$ cat src/rtl/axi_rd_id_remap_pkg.sv
// ---------------------------------------------------------------------------
// axi_rd_id_remap_pkg
// Shared definitions for the flat-port AXI read-ID remapper:
//   - AXI read response encodings
//   - cnt_width(): width of a per-entry outstanding-transaction counter
// The entry record itself depends on the ID and counter widths, so it is
// declared inside the table module from these helpers.
// ---------------------------------------------------------------------------
package axi_rd_id_remap_pkg;

  localparam logic [1:0] RESP_OKAY   = 2'b00;
  localparam logic [1:0] RESP_EXOKAY = 2'b01;
  localparam logic [1:0] RESP_SLVERR = 2'b10;
  localparam logic [1:0] RESP_DECERR = 2'b11;

  // Counter must hold 0..max_txns inclusive.
  function automatic int unsigned cnt_width(input int unsigned max_txns);
    int unsigned w;
    w = $clog2(max_txns + 32'd1);
    if (w < 32'd1) begin
      w = 32'd1;
    end else begin
      w = w;
    end
    return w;
  endfunction

endpackage

$ cat src/rtl/axi_rd_id_remap_checker.sv
// ---------------------------------------------------------------------------
// axi_rd_id_remap_checker
// Protocol checks for the read-ID remapper.
// Ports:
//   clk, rst       : clock, synchronous active-high reset
//   r_last_fire    : R handshake with last=1 on the master side
//   r_entry_valid  : valid bit of the table entry addressed by the R ID
// ---------------------------------------------------------------------------
module axi_rd_id_remap_checker (
  input logic clk,
  input logic rst,
  input logic r_last_fire,
  input logic r_entry_valid
);

  // A closing R beat must always target an occupied table entry.
  a_r_last_on_valid_entry: assert property (
    @(posedge clk) disable iff (rst) r_last_fire |-> r_entry_valid
  );

endmodule

$ cat src/rtl/axi_rd_id_remap_table.sv
// ---------------------------------------------------------------------------
// axi_rd_id_remap_table
// Remap table: per entry a valid bit, the stored slave ID and an outstanding
// read counter. Provides the combinational AR lookup (hit / lowest free
// entry) and the counter update for AR grants and R-last completions.
// Ports:
//   clk, rst       : clock, synchronous active-high reset
//   ar_id          : slave AR ID to look up
//   ar_fire        : AR handshake on the selected entry this cycle
//   ar_can         : an entry is selectable for ar_id
//   ar_idx         : selected entry (= master ID)
//   r_idx          : master R ID
//   r_last_fire    : R handshake with last=1
//   r_slv_id       : stored slave ID of entry r_idx
//   r_entry_valid  : valid bit of entry r_idx
//   busy           : registered OR of all valid bits
// ---------------------------------------------------------------------------
module axi_rd_id_remap_table
  import axi_rd_id_remap_pkg::*;
#(
  parameter int unsigned SLV_ID_WIDTH    = 8,
  parameter int unsigned MST_ID_WIDTH    = 2,
  parameter int unsigned MAX_TXNS_PER_ID = 4,
  parameter bit          SERIALIZE       = 1'b0
) (
  input  logic                    clk,
  input  logic                    rst,
  input  logic [SLV_ID_WIDTH-1:0] ar_id,
  input  logic                    ar_fire,
  output logic                    ar_can,
  output logic [MST_ID_WIDTH-1:0] ar_idx,
  input  logic [MST_ID_WIDTH-1:0] r_idx,
  input  logic                    r_last_fire,
  output logic [SLV_ID_WIDTH-1:0] r_slv_id,
  output logic                    r_entry_valid,
  output logic                    busy
);

  localparam int unsigned NUM_IDS = 2 ** MST_ID_WIDTH;
  // Serialise mode restricts lookup and allocation to entry 0.
  localparam int unsigned USE_IDS = SERIALIZE ? 1 : NUM_IDS;
  localparam int unsigned CNT_W   = cnt_width(MAX_TXNS_PER_ID);
  localparam logic [CNT_W-1:0] CNT_MAX = CNT_W'(MAX_TXNS_PER_ID);
  localparam logic [CNT_W-1:0] CNT_ONE = CNT_W'(1);

  typedef struct packed {
    logic                    valid;
    logic [SLV_ID_WIDTH-1:0] id;
    logic [CNT_W-1:0]        cnt;
  } entry_t;

  entry_t                tbl_r     [NUM_IDS];
  entry_t                tbl_nxt_s [NUM_IDS];
  logic                  busy_r;
  logic                  busy_nxt_s;
  logic [NUM_IDS-1:0]    hit_vec_s;
  logic [NUM_IDS-1:0]    free_vec_s;
  logic [NUM_IDS-1:0]    inc_vec_s;
  logic [NUM_IDS-1:0]    dec_vec_s;
  logic [MST_ID_WIDTH-1:0] hit_idx_s;
  logic [MST_ID_WIDTH-1:0] free_idx_s;

  // Lowest set bit index; scanning downwards leaves the lowest one last.
  function automatic logic [MST_ID_WIDTH-1:0] first_set(input logic [NUM_IDS-1:0] vec);
    logic [MST_ID_WIDTH-1:0] idx;
    idx = '0;
    for (int i = NUM_IDS - 1; i >= 0; i--) begin
      idx = vec[i] ? MST_ID_WIDTH'(i) : idx;
    end
    return idx;
  endfunction

  // Hit and free vectors over the usable part of the table.
  always_comb begin
    hit_vec_s  = '0;
    free_vec_s = '0;
    for (int i = 0; i < NUM_IDS; i++) begin
      hit_vec_s[i]  = (i < int'(USE_IDS)) && tbl_r[i].valid && (tbl_r[i].id == ar_id);
      free_vec_s[i] = (i < int'(USE_IDS)) && !tbl_r[i].valid;
    end
  end

  assign hit_idx_s  = first_set(hit_vec_s);
  assign free_idx_s = first_set(free_vec_s);

  // IDs are unique in the table, so at most one hit; a full hit stalls
  // rather than falling back to a free entry (that would split the ID).
  assign ar_can = (|hit_vec_s) ? (tbl_r[hit_idx_s].cnt < CNT_MAX) : (|free_vec_s);
  assign ar_idx = (|hit_vec_s) ? hit_idx_s : free_idx_s;

  assign r_slv_id      = tbl_r[r_idx].id;
  assign r_entry_valid = tbl_r[r_idx].valid;
  assign busy          = busy_r;

  // Per-entry next state: grant increments, R-last decrements, both cancel.
  always_comb begin
    busy_nxt_s = 1'b0;
    inc_vec_s  = '0;
    dec_vec_s  = '0;
    for (int i = 0; i < NUM_IDS; i++) begin
      tbl_nxt_s[i] = tbl_r[i];
      inc_vec_s[i] = ar_fire && (ar_idx == MST_ID_WIDTH'(i));
      // R-last on an empty entry is ignored so the counter cannot wrap.
      dec_vec_s[i] = r_last_fire && (r_idx == MST_ID_WIDTH'(i)) && tbl_r[i].valid;
      case ({inc_vec_s[i], dec_vec_s[i]})
        2'b10: begin
          tbl_nxt_s[i].valid = 1'b1;
          tbl_nxt_s[i].id    = ar_id;
          tbl_nxt_s[i].cnt   = tbl_r[i].cnt + CNT_ONE;
        end
        2'b01: begin
          tbl_nxt_s[i].cnt   = tbl_r[i].cnt - CNT_ONE;
          tbl_nxt_s[i].valid = (tbl_r[i].cnt != CNT_ONE);
        end
        default: begin
          tbl_nxt_s[i] = tbl_r[i];
        end
      endcase
      busy_nxt_s = busy_nxt_s | tbl_nxt_s[i].valid;
    end
  end

  // Table and busy flag registers.
  always_ff @(posedge clk) begin
    if (rst) begin
      for (int i = 0; i < NUM_IDS; i++) begin
        tbl_r[i] <= '0;
      end
      busy_r <= 1'b0;
    end else begin
      for (int i = 0; i < NUM_IDS; i++) begin
        tbl_r[i] <= tbl_nxt_s[i];
      end
      busy_r <= busy_nxt_s;
    end
  end

endmodule

$ cat src/rtl/axi_rd_id_remap_flat.sv
// ---------------------------------------------------------------------------
// axi_rd_id_remap_flat
// Flat-port AXI read-path ID remapper: compresses SLV_ID_WIDTH slave IDs onto
// 2**MST_ID_WIDTH master IDs. AR and R are forwarded combinationally; the
// only state is the remap table.
// Ports:
//   clk_i, rst_i          : clock, synchronous active-high reset
//   slv_ar_*              : slave-side AR channel (wide ID)
//   slv_r_*               : slave-side R channel, ID restored from table
//   mst_ar_*              : master-side AR channel (remapped ID)
//   mst_r_*               : master-side R channel (narrow ID)
//   busy_o                : at least one table entry occupied
// ---------------------------------------------------------------------------
module axi_rd_id_remap_flat
  import axi_rd_id_remap_pkg::*;
#(
  parameter int unsigned SLV_ID_WIDTH    = 8,
  parameter int unsigned MST_ID_WIDTH    = 2,
  parameter int unsigned MAX_TXNS_PER_ID = 4,
  parameter int unsigned ADDR_WIDTH      = 32,
  parameter int unsigned DATA_WIDTH      = 64,
  parameter int unsigned AR_REST_WIDTH   = 29,
  parameter bit          SERIALIZE       = 1'b0
) (
  input  logic                     clk_i,
  input  logic                     rst_i,
  input  logic [SLV_ID_WIDTH-1:0]  slv_ar_id_i,
  input  logic [ADDR_WIDTH-1:0]    slv_ar_addr_i,
  input  logic [7:0]               slv_ar_len_i,
  input  logic [AR_REST_WIDTH-1:0] slv_ar_rest_i,
  input  logic                     slv_ar_valid_i,
  output logic                     slv_ar_ready_o,
  output logic [SLV_ID_WIDTH-1:0]  slv_r_id_o,
  output logic [DATA_WIDTH-1:0]    slv_r_data_o,
  output logic [1:0]               slv_r_resp_o,
  output logic                     slv_r_last_o,
  output logic                     slv_r_valid_o,
  input  logic                     slv_r_ready_i,
  output logic [MST_ID_WIDTH-1:0]  mst_ar_id_o,
  output logic [ADDR_WIDTH-1:0]    mst_ar_addr_o,
  output logic [7:0]               mst_ar_len_o,
  output logic [AR_REST_WIDTH-1:0] mst_ar_rest_o,
  output logic                     mst_ar_valid_o,
  input  logic                     mst_ar_ready_i,
  input  logic [MST_ID_WIDTH-1:0]  mst_r_id_i,
  input  logic [DATA_WIDTH-1:0]    mst_r_data_i,
  input  logic [1:0]               mst_r_resp_i,
  input  logic                     mst_r_last_i,
  input  logic                     mst_r_valid_i,
  output logic                     mst_r_ready_o,
  output logic                     busy_o
);

  logic                    ar_can_s;
  logic                    ar_fire_s;
  logic [MST_ID_WIDTH-1:0] ar_idx_s;
  logic                    r_last_fire_s;
  logic                    r_entry_valid_s;

  // Gate both AR directions with the lookup result; ready never waits on
  // valid, so the master side sees no new ready-to-valid dependency.
  assign mst_ar_valid_o = slv_ar_valid_i & ar_can_s;
  assign slv_ar_ready_o = mst_ar_ready_i & ar_can_s;
  assign ar_fire_s      = slv_ar_valid_i & mst_ar_ready_i & ar_can_s;
  assign mst_ar_id_o    = ar_idx_s;
  assign mst_ar_addr_o  = slv_ar_addr_i;
  assign mst_ar_len_o   = slv_ar_len_i;
  assign mst_ar_rest_o  = slv_ar_rest_i;

  assign slv_r_data_o   = mst_r_data_i;
  assign slv_r_resp_o   = mst_r_resp_i;
  assign slv_r_last_o   = mst_r_last_i;
  assign slv_r_valid_o  = mst_r_valid_i;
  assign mst_r_ready_o  = slv_r_ready_i;
  assign r_last_fire_s  = mst_r_valid_i & slv_r_ready_i & mst_r_last_i;

  axi_rd_id_remap_table #(
    .SLV_ID_WIDTH    (SLV_ID_WIDTH),
    .MST_ID_WIDTH    (MST_ID_WIDTH),
    .MAX_TXNS_PER_ID (MAX_TXNS_PER_ID),
    .SERIALIZE       (SERIALIZE)
  ) u_table (
    .clk           (clk_i),
    .rst           (rst_i),
    .ar_id         (slv_ar_id_i),
    .ar_fire       (ar_fire_s),
    .ar_can        (ar_can_s),
    .ar_idx        (ar_idx_s),
    .r_idx         (mst_r_id_i),
    .r_last_fire   (r_last_fire_s),
    .r_slv_id      (slv_r_id_o),
    .r_entry_valid (r_entry_valid_s),
    .busy          (busy_o)
  );

  axi_rd_id_remap_checker u_checker (
    .clk           (clk_i),
    .rst           (rst_i),
    .r_last_fire   (r_last_fire_s),
    .r_entry_valid (r_entry_valid_s)
  );

endmodule

$ cat config.mk
export PLATFORM = sky130hd
export DESIGN_NAME = axi_rd_id_remap_flat
export DESIGN_NICKNAME = d
export VERILOG_FILES = /design/src/rtl/axi_rd_id_remap_pkg.sv /design/src/rtl/axi_rd_id_remap_checker.sv /design/src/rtl/axi_rd_id_remap_table.sv /design/src/rtl/axi_rd_id_remap_flat.sv
export SDC_FILE = /design/constraint.sdc
export NUM_CORES = 1
export LEC_CHECK = 0
export ABC_AREA = 1
export CAP_MARGIN = 30
export CORE_MARGIN = 8
export CORE_UTILIZATION = 35
export DETAILED_ROUTE_END_ITERATION = 16
export PLACE_DENSITY = 0.81
export SKIP_CTS_REPAIR_TIMING = 1
export SYNTH_ARGS = -nofsm -noshare
export SYNTH_HDL_FRONTEND = slang
export SYNTH_SLANG_ARGS = --single-unit
$ cat constraint.sdc
create_clock -name clk_i -period 2.9 [get_ports clk_i]
set_input_delay 0.58 -clock clk_i [delete_from_list [all_inputs] [get_ports clk_i]]
set_output_delay 0.58 -clock clk_i [all_outputs]
set_load 0.1 [all_outputs]
==> flow_summary.ini <==
[timing]
worst_slew_pin_slew_ns = 0.7374
clock_skew_ns = 0.007444
slew_viol_final = 0
holdWs_ns = 0.4931
fin_ws_ns = 0.02902
fin_crit_ns = 2.871
slew-limit-headroom_pct = 50.69
finalHoldViolCount = 0
finalSetupTns_ns = 0
finalCritPeriodShare_pct = 99.00
timing.fmax_ghz = 0.3483
final-setup-viol-count = 0

[routing]
wl_mm = 10.85
routed_via_density = 5.096
route.detailed.drc = 0
vias = 3435
detail-route-antenna-nets = 0
drtPass1Iterations = 6
routedWlPerCell_um = 16.09
drtIter0Drc = 284

[critical_path]
timing.critical_path.mode_cell = nand2_1
crit_slowest_cell = buf_12
end_kind = output port
arrival_ns = 2.29
critPathMaxStageDelay_ns = 0.18
cp_cell_sequence = dlymetal6s2s_1 > buf_4 > a21oi_1 > nand2_1 > nor2_2 > nand3b_1 > nand2_2 > inv_2 > nand2_1 > nand3_2 > nand3_4 > nand2_4 > nor2_4 > buf_12
path_max_fanout = 5
required_ns = 2.32
path_class = input pin to output port
start_kind = input pin

[outcome]
outcome = finished, final reports clean

[floorplanning]
ioPinCount = 303
core_area_mm2 = 0.01186
rows = 40
die_w_um = 125.4
die_area_mm2 = 0.01573
die_y_um = 125.4
initial_core_util_pct = 35.33

[synthesis]
ys_seq_area_share_pct = 23.41
synthCells = 590
synth_area_leaders = buf_4 25%, dfxtp_1 23%, nand2_1 6.8%
synth_common_cells = 138 x buf_4, 76 x nand2_1, 67 x nor2_1
synth_edf_count = 0
syn-num-nets = 762
synth_cell_types = 35
synth.cell_area_mm2 = 0.004190
async_flop_share_pct = 0
yosys_warnings = 0
syn_avg_cell_area_um2 = 7.102
synth_top_cell_by_area = buf_4
synth_most_common_cell = buf_4
yosys_register_bits = 49
ys.flop_type = dfxtp_1
yosysTopAreaCellShare_pct = 24.72

[global_route]
grt_pass1_wl_mm = 16.81
grt_max_degree = 33
grt_usage_pct = 13.13
grt_pass1_vias = 3334
antenna_found_initial = 0
grt-ovfl-total = 0

[cells_and_area]
num_antenna_cells = 0
design_area_mm2 = 0.004498
layout.nets = 698
drive_gt1_share_pct = 26.19
syn2layout_area_growth_pct = 7.345

[clocking]
clkTransAtPathRegs_ns = 0.07
clock-root-buffer = clkbuf_16
numClockSinks = 49
clk_latency_ns = 0.29
cts.path.max_buffers = 2
cts_buffers = 5
cts_tree = built
htreeDepth = 2

[power]
irDropWorstVdd_mv = 0.2724
power_density_mw_per_mm2 = 410.5
p_leak_uw = 0.001900
finalPower_uw = 1847

[worst_hold_path]
min_path_type = flop to flop

[placement]
post-place-ws_ns = -0.4909
numPortBuffers = 32
dp_hpwl_mm = 8.010
globalplace.congestion = 0.9200
post_dp_cell_area_mm2 = 0.004242

[run]
cap_viol_max_count = 0
## report_power, final
| part | internal [µW] | switching (µW) |
|---|---|---|
| Sequential | 692 | 20.8 |
| Combinational | 141 | 223 |
| Clock | 498 | 273 |
## worst max-delay path: cells and delay by family
kind            cells  cell delay [ns]
compound gates      1             0.16
buf+inv             4             0.55
simple gates        9             1.00
## path summary, 6_finish.rpt
check,start,to,slack [ns],cells past startpoint
max,slv_ar_id_i[7],mst_ar_valid_o,0.03,14
min,u_table.tbl_r[2][4],u_table.tbl_r[2][4],0.49,2
max reg2reg,u_table.tbl_r[0][11],u_table.tbl_r[0][11],0.15,16
min reg2reg,u_table.tbl_r[2][4],u_table.tbl_r[2][4],0.49,2
## layout by cell type, fill, tap and decap left out, drive strengths merged
cell / netlist / layout
a22oi: 8 / 8
nor2: 71 / 71
dfxtp: 49 / 49
a41oi: 1 / 1
nand3b: 1 / 1
ha: 20 / 20
clkbuf: 14 / 9
or2: 2 / 2
o21ai: 15 / 15
clkdlybuf4s50: 0 / 8
nor3: 4 / 4
nand3: 24 / 24
xnor2: 5 / 5
o21bai: 2 / 2
a21oi: 21 / 21
bufinv: 0 / 2
xor2: 6 / 6
buf: 139 / 68
a211oi: 32 / 32
nand2: 80 / 80
o31ai: 4 / 4
o211ai: 4 / 4
o21a: 4 / 4
nand4: 7 / 7
dlymetal6s2s: 0 / 2
inv: 73 / 74
o221ai: 4 / 4
## layout make-up
class | count | area, µm²
clock buffer | 5 | 125.1
clock inverter | 3 | 68.82
fill | 1143 | 7363
inverter | 73 | 274.0
multi-input combinational | 315 | 2027
sequential | 49 | 980.9
tap | 147 | 183.9
timing repair buffer | 82 | 838.3
## metal layers
metal | vias to the layer above | share of wire, % | track usage [%]
met5 | - | 0 | 0
met4 | 0 | 5.3 | 9.241
met3 | 68 | 8.7 | 3.867
met2 | 192 | 47 | 21.48
met1 | 1538 | 39 | 14.42
li1 | 1637 | - | -
## sequential cells by signal, summed over array words and instances, names as in the netlist
register,flops
u_table.busy,1
u_table.tbl_r,48
## cells by family (layout without fill, tap and decap cells)
| kind of cell | count (synthesis) | after routing | share of synthesized area [%] |
|---|---|---|---|
| buffers and inverters | 226 | 163 | 32.64 |
| AND/OR/NAND/NOR | 189 | 189 | 20.30 |
| AO/OA/AOI/OAI | 95 | 95 | 15.38 |
| flip-flops | 49 | 49 | 23.41 |
| adder cells (fa/ha/maj) | 20 | 20 | 5.972 |
| XOR/XNOR | 11 | 11 | 2.299 |
## metrics by stage
step           instances  util, %
5_1_grt              674    37.92
2_1_floorplan        590        -
6_report             674    37.92
3_3_place_gp         663    35.76
4_1_cts              671    37.39
3_5_place_dp         663    35.76
No activity file was read; power rests on OpenSTA's default activity.
